## src/rtl/video_to_fifo_ctrl.sv

```systemverilog
// Packs a 24-bit RGB pixel stream four-per-word into 128-bit write-FIFO words and
// requests one AXI write burst per completed line; vsync rise clears the FIFO and framing.
module video_to_fifo_ctrl #(
    parameter int          AXI4_DATA_WIDTH = 128,
    parameter logic [11:0] H_DISP          = 12'd2880,
    parameter logic [11:0] V_DISP          = 12'd1080,
    parameter int          FIFO_RST_CYCLES = 8,
    parameter int          PEND_W          = 4
) (
    input  logic                       video_clk,
    input  logic                       video_rst,
    input  logic                       video_vs_in,
    input  logic                       video_hs_in,
    input  logic                       video_de_in,
    input  logic [23:0]                video_data_in,
    output logic [AXI4_DATA_WIDTH-1:0] fifo_data_out,
    output logic                       fifo_wr_en,
    input  logic                       fifo_full,
    output logic                       fifo_rst,
    output logic                       AXI_FULL_BURST_VALID,
    input  logic                       AXI_FULL_BURST_READY,
    output logic [11:0]                line_cnt,
    output logic                       overflow,
    output logic                       line_err
);

    logic                       de_d1;
    logic                       vs_d1;
    logic [7:0]                 rst_cnt;
    logic [1:0]                 pack_k;
    logic [AXI4_DATA_WIDTH-1:0] pack_buf;
    logic [AXI4_DATA_WIDTH-1:0] pack_next;
    logic [12:0]                pix_cnt;
    logic                       line_done_d1;
    logic [PEND_W-1:0]          pending;
    logic [PEND_W-1:0]          pending_next;
    logic                       pend_ovf;
    logic                       frame_start;
    logic                       pix_take;
    logic                       line_end;
    logic                       burst_hs;
    logic                       wr_req;
    logic [AXI4_DATA_WIDTH-1:0] wr_word;
    logic                       unused_hs;

    assign unused_hs   = video_hs_in;
    assign fifo_rst    = (rst_cnt != 8'd0);
    assign frame_start = video_vs_in & ~vs_d1;
    // Nothing is packed or framed while the FIFO is being cleared
    assign pix_take    = video_de_in & ~fifo_rst & ~frame_start;
    assign line_end    = ~video_de_in & de_d1 & ~fifo_rst & ~frame_start;
    assign burst_hs    = AXI_FULL_BURST_VALID & AXI_FULL_BURST_READY;

    always_comb begin
        pack_next = pack_buf;
        case (pack_k)
            2'd0:    pack_next[AXI4_DATA_WIDTH-1  -: 32] = {8'h00, video_data_in};
            2'd1:    pack_next[AXI4_DATA_WIDTH-33 -: 32] = {8'h00, video_data_in};
            2'd2:    pack_next[AXI4_DATA_WIDTH-65 -: 32] = {8'h00, video_data_in};
            default: pack_next[AXI4_DATA_WIDTH-97 -: 32] = {8'h00, video_data_in};
        endcase
    end

    always_comb begin
        wr_req  = (pix_take && pack_k == 2'd3) || (line_end && pack_k != 2'd0);
        wr_word = pix_take ? pack_next : pack_buf;
    end

    // Line completion and handshake in the same cycle cancel out
    always_comb begin
        pending_next = pending;
        pend_ovf     = 1'b0;
        if (line_done_d1 && !burst_hs) begin
            if (pending == '1)
                pend_ovf = 1'b1;
            else
                pending_next = pending + 1'b1;
        end else if (!line_done_d1 && burst_hs) begin
            pending_next = pending - 1'b1;
        end
    end

    always_ff @(posedge video_clk or posedge video_rst) begin
        if (video_rst) begin
            de_d1                <= 1'b0;
            vs_d1                <= 1'b0;
            rst_cnt              <= 8'd0;
            pack_k               <= 2'd0;
            pack_buf             <= '0;
            pix_cnt              <= 13'd0;
            line_done_d1         <= 1'b0;
            pending              <= '0;
            AXI_FULL_BURST_VALID <= 1'b0;
            fifo_data_out        <= '0;
            fifo_wr_en           <= 1'b0;
            line_cnt             <= 12'd0;
            overflow             <= 1'b0;
            line_err             <= 1'b0;
        end else begin
            de_d1      <= video_de_in;
            vs_d1      <= video_vs_in;
            fifo_wr_en <= 1'b0;
            if (frame_start) begin
                rst_cnt              <= 8'(FIFO_RST_CYCLES);
                pack_k               <= 2'd0;
                pack_buf             <= '0;
                pix_cnt              <= 13'd0;
                line_done_d1         <= 1'b0;
                pending              <= '0;
                AXI_FULL_BURST_VALID <= 1'b0;
                line_cnt             <= 12'd0;
                overflow             <= 1'b0;
                line_err             <= 1'b0;
            end else begin
                if (rst_cnt != 8'd0)
                    rst_cnt <= rst_cnt - 8'd1;
                line_done_d1         <= line_end;
                pending              <= pending_next;
                AXI_FULL_BURST_VALID <= (pending_next != '0);
                if (pend_ovf)
                    overflow <= 1'b1;

                if (wr_req) begin
                    if (fifo_full) begin
                        overflow <= 1'b1;
                    end else begin
                        fifo_wr_en    <= 1'b1;
                        fifo_data_out <= wr_word;
                    end
                end

                if (pix_take) begin
                    if (pix_cnt != '1)
                        pix_cnt <= pix_cnt + 13'd1;
                    if (pack_k == 2'd3) begin
                        pack_k   <= 2'd0;
                        pack_buf <= '0;
                    end else begin
                        pack_k   <= pack_k + 2'd1;
                        pack_buf <= pack_next;
                    end
                end else if (line_end) begin
                    pack_k   <= 2'd0;
                    pack_buf <= '0;
                    pix_cnt  <= 13'd0;
                    if (pix_cnt != {1'b0, H_DISP} || line_cnt >= V_DISP)
                        line_err <= 1'b1;
                    if (line_cnt != '1)
                        line_cnt <= line_cnt + 12'd1;
                end
            end
        end
    end

endmodule

```

## config.mk

```make
export PLATFORM = sky130hd
export DESIGN_NAME = video_to_fifo_ctrl
export DESIGN_NICKNAME = d
export VERILOG_FILES = /design/src/rtl/video_to_fifo_ctrl.sv
export SDC_FILE = /design/constraint.sdc
export NUM_CORES = 1
export LEC_CHECK = 0
export ABC_AREA = 1
export CAP_MARGIN = 10
export CORE_MARGIN = 2
export CORE_UTILIZATION = 49
export DETAILED_ROUTE_END_ITERATION = 10
export HOLD_SLACK_MARGIN = 0.15
export MAX_ROUTING_LAYER = met4
export PLACE_DENSITY = 0.7
export RECOVER_POWER = 100
export SYNTH_ARGS = -nofsm -noshare
export SYNTH_HDL_FRONTEND = slang
export SYNTH_SLANG_ARGS = --single-unit
```

## constraint.sdc

```tcl
create_clock -name video_clk -period 19.8 [get_ports video_clk]
set_input_delay 1.98 -clock video_clk [delete_from_list [all_inputs] [get_ports video_clk]]
set_output_delay 1.98 -clock video_clk [all_outputs]
set_load 0.02 [all_outputs]
```

### Yosys cells after proc, flatten, opt, wreduce, memory -nomap -nowiden

Cells that the tools add are included.

* register bits after elaboration: 302
* bits of input ports: 31
* output and inout bits: 145

* add/sub/neg operators: 6
* order comparisons: 1
* equality and inequality tests: 9
* muxes and demuxes: 42
* bitwise logic cells: 12
* reductions and logical operators: 22

Operator list (count)
* $mux W128: 5
* $mux W32: 4
* $mux W13: 4
* $mux W12: 4
* $mux W4: 4
* $mux W8: 2
* $mux W1: 15
* $add A13 B1 Y13 const B: 1
* $ne A13 B12 Y1 const B: 1
* $ne A13 B13 Y1 const B: 1
* $add A12 B1 Y12 const B: 1
* $ge A12 B11 Y1 const B: 1
* $ne A12 B12 Y1 const B: 1
* $reduce_bool A2 Y1: 5
* $reduce_and A3 Y1: 3
* $mux W2: 4
* $reduce_bool A8 Y1: 1
* $sub A8 B1 Y8 const B: 1
* $and A1 B1 Y1: 7
* $not A1 Y1: 5
* $add A4 B1 Y4 const B: 1
* $eq A2 B2 Y1 const B: 2
* $eq A4 B4 Y1 const B: 1
* $logic_and A1 B1 Y1: 4
* 12 further kinds: 14

### Depth between registers and ports, before layout

* depth after elaboration: 8
* mapped depth: 12

### Least setup slack after synthesis

No wires, ideal clock.

* kind: register to output
* start point: register rst_cnt[0]
* end point: output port fifo_rst
* data arrival time: 1351 ps
* required time: 17820 ps
* setup slack: 16469 ps
* cell stages (with the launch flop): 8
* path buffers: 2
* cell sequence: dfrtp_1 inv_1 ha_1 nand2_1 nor2_8 buf_4 buf_2 inv_1

* cells in the longest elaborated chain, start to end: 1

RTL lines
* start: declaration: line 29 `logic [7:0] rst_cnt;`
* start signal: assignment: line 104 `rst_cnt <= 8'(FIFO_RST_CYCLES);`
* start signal: assignment: line 116 `rst_cnt <= rst_cnt - 8'd1;`
* $reduce_bool A8 Y1: line 47 `assign fifo_rst = (rst_cnt != 8'd0);`
* end: declaration: line 19 `output logic fifo_rst,`

Every way passes these cells.

### Worst setup path in the final report

* start point: input port video_vs_in
* end point: register fifo_data_out[41]

* cells in the longest elaborated chain, start to end: 6
* elaborated cells on any way between the ends: 9
* those cells by class: 1 x mux; 4 x bitwise; 4 x reduce/logical

RTL lines
* start: declaration: line 12 `input logic video_vs_in,`
* $and A1 B1 Y1 *: line 48 `assign frame_start = video_vs_in & ~vs_d1;`
* $not A1 Y1 (no source line) *
* $and A1 B1 Y1 (on tied branches): line 50, 51
* $logic_and A1 B1 Y1: line 65 `wr_req = (pix_take && pack_k == 2'd3) || (line_end && pack_k != 2'd0);`
* $logic_or A1 B1 Y1: line 65
* $reduce_and A3 Y1 (no source line)
* end signal: assignment: line 128 `fifo_data_out <= wr_word;`
* end: declaration: line 16 `output logic [AXI4_DATA_WIDTH-1:0] fifo_data_out,`

Mark *: on every way between the ends. The rest lies on a longest branch, timed or not.
A chain may end at the register's enable or synchronous reset.

==> flow_summary.toml <==
[setup_path]
reg2reg_depth = 8
cp-end-kind = "flip-flop"
crit_required_ns = 20.22
r2r_slack_ns = 9.26
arrival_ns = 12.63
crit_chain = "dlygate4sd3_1 > nand2_1 > clkbuf_1 > nand4_1 > nand2_4 > clkbuf_1 > nand3_1 > nand2_1"
r2r_end = "fifo_data_out[41]$_DFFE_PP0P_"
cpPeakStageDelay_ns = 3.25
cpMaxStageDelayCell = "clkbuf_1"
critPathMaxFanout = 97
crit_type = "in2reg"
startpoint_type = "primary input"
r2r_start = "vs_d1$_DFF_PP0_"

[place]
port_buffers = 174
place_area_sq_um = 17400
gp_congestion = 0.837
dp_hpwl_microns = 27800
dp.cells = 2526
pre_cts_ws_ns = 13.59

[pwr]
power_density_nw_per_um2 = 84.7
intPower_mw = 1.10
power_frac_seq_pct = 41.7
swShare_pct = 29.5
switchingPower_mw = 0.462
pwr-share-clk_pct = 43.1
ir_drop_v = 0.0000497
p_total_mw = 1.57
comb_power_share_pct = 15.2
power_leakage_nw = 9.45

[global_route]
grt_util_all_layers_pct = 28.8
grt_pass1_wl_microns = 75500
gr-total-overflow = 0
antenna_found_initial = 0
grt_pass1_vias = 14100
grt_max_degree = 112

[synth]
syn_area_per_cell_sq_um = 7.51
synth.most_common_cell = "nand2_1"
synth_commonest_cells = "nand2_1, dfrtp_1, nand3_1"
ys.flop_type = "dfrtp_1"
netlist-cell-type-count = 34
netlist.area_leader.share_pct = 48.1
syn_nets = 2138
syn_area_sq_um = 15700
synth_seq_area_share_pct = 48.1
synth_area_leaders = "dfrtp_1, nand2_1, nand3_1, nand4_1, o21ai_0"
synth_top_cell_by_area = "dfrtp_1"
synth_edf_count = 0
synth_warnings = 0
synth_cells = 2095
synthArstFlopShare_pct = 100
ys_ff_latch = 302

[cts]
numCtsBuffers = 35
postCtsSetupBuffers = 0
clock_latency_ns = 0.52
clockBufferDepth = 3
clk_pin_slew_ns = 0.05
ctsHoldBuffers = 0
clock-sinks = 302
htree_levels = 2
root_buffer = "clkbuf_16"
cts_tree = "yes"
cts_resized = 0

[route]
routed-via-count = 14800
m1WireLength_microns = 20500
ant_nets = 0
firstDrtPassIters = 6
highest_layer = "met4"
wl_met3_microns = 3710
vias_per_cell = 5.73
drt_iter0_drc = 1452
drcViolationCount = 0
wirelength_microns = 46500
drt-wirelength-per-cell_microns = 18.0
met2_wirelength_microns = 20900

[finish]
fin_area_sq_um = 18500
fin_cells = 2589
multi_input_area_sq_um = 6870
layout-drive-gt1-share_pct = 3.52
final_util_pct = 58.6
register_area_sq_um = 7560
final_nets = 2204
synthToLayoutAreaGrowth_pct = 17.6
fill_cells = 2909

[sta]
report.final.slew_viol_count = 786
rsz0062_at_grt = "false"
relSlewSlack_pct = -216
fin_skew_ns = 0.0126
fin_crit_ns = 12.21
max_freq_mhz = 81.9
fin_hold_ws_ns = 0.464
worstMarginPinSlew_ns = 4.74
final.setup.tns_ns = 0
post-route-period-util_pct = 61.6
hold_viol_final = 0
finalSetupViolCount = 0
worst_slack_ns = 7.59

[min_path]
hp-class = "reg2reg"
hp-start = "fifo_data_out[38]$_DFFE_PP0P_"
holdPathEnd = "fifo_data_out[38]$_DFFE_PP0P_"
min_path_cells = 2

[floorplanning]
die_h_microns = 183
io_pins = 176
start_util_pct = 49.8
die_w_microns = 183
coreArea_sq_um = 31600
dieArea_sq_um = 33500
rows = 65

[run_status]
violations = "capacitance limit, slew limit"
status = "finished with violations"

[job]
maxCapViolCount = 11
-- worst max-delay path by stage --
| stage | from | endpoint | slack, ns | depth (start not counted) |
|---|---|---|---|---|
| detailed placement | video_vs_in | pix_cnt[10]$_DFFE_PP0P_ | 13.59 | 8 |
| global placement | video_vs_in | pix_cnt[11]$_DFFE_PP0P_ | 13.55 | 8 |
| global route | video_rst | pack_buf[25]$_DFFE_PP0P_ | 6.95 | 4 |
| CTS | video_vs_in | pix_cnt[7]$_DFFE_PP0P_ | 14.12 | 8 |
| finish | video_vs_in | fifo_data_out[41]$_DFFE_PP0P_ | 7.59 | 8 |
| floorplan | video_rst | AXI_FULL_BURST_VALID$_DFF_PP0_ | 9.47 | 1 |
-- worst max-delay path: cells and delay by family --
family	cells	cell delay, ns
buffers and inverters	3	6.51
and+or+nand+nor	5	3.85
-- sequential cells by signal, summed over array words and instances, names as in the netlist --
register and flops:
AXI_FULL_BURST_VALID 1, de_d1 1, fifo_data_out 128, fifo_wr_en 1
line_cnt 12, line_done_d1 1, line_err 1, overflow 1
pack_buf 128, pack_k 2, pending 4, pix_cnt 13
rst_cnt 8, vs_d1 1
-- power groups by stage --
| stage | logic [mW] | registers, mW | clock network [mW] |
|---|---|---|---|
| 2_1_floorplan | 0.171 | 0.665 | 0 |
| 3_3_place_gp | 0.238 | 0.664 | 0 |
| 3_5_place_dp | 0.242 | 0.664 | 0 |
| 4_1_cts | 0.243 | 0.653 | 0.683 |
| 5_1_grt | 0.265 | 0.656 | 0.713 |
| 6_report | 0.238 | 0.654 | 0.675 |
-- cell families (layout without fill, tap and decap cells) --
group                      after synthesis  in the layout  share of synthesized area [%]
adders and majority gates               12             12                          0.955
xor gates and xnor gates                 9              9                          0.501
AOI/OAI and AO/OA                      254            254                           8.66
and+or+nand+nor                       1214           1214                           33.6
other                                    0              1                              0
DFF                                    302            302                           48.1
buffers and inverters                  304            395                           8.23
-- metal layers --
layer	track usage (%)	up-vias
li1	-	7000
met5	-	-
met2	42.8	601
met4	10.6	0
met3	4.59	101
met1	40.2	7122
-- layout make-up --
type                            instances  share of cell area (%)
Clock inverter                         11                   0.893
Timing Repair Buffer                  188                    9.83
Multi-Input combinational cell       1489                    37.1
Tap cell                              402                    2.72
Inverter                              145                    2.98
Sequential cell                       302                    40.9
Antenna cell                            1                  0.0135
Clock buffer                           51                    5.56
-- layout by cell type, fill, tap and decap left out, types with 2 or more instances in the layout --
master / count
a21oi_1: 7
bufinv_16: 4
inv_1: 141
nor2_2: 2
nand4_1: 146
or2_2: 4
clkbuf_8: 5
inv_4: 2
nand3_1: 228
xor2_1: 7
clkinv_2: 4
clkinv_4: 2
nor3_1: 8
nand2_1: 741
clkbuf_1: 16
ha_1: 10
xnor2_1: 2
nor2_1: 77
buf_4: 8
a21boi_1: 2
a21boi_0: 30
dfrtp_1: 302
o21ai_0: 211
clkbuf_16: 37
ha_2: 2
clkdlybuf4s50_1: 27
dlygate4sd3_1: 146
No activity file was read; power rests on OpenSTA's default activity.
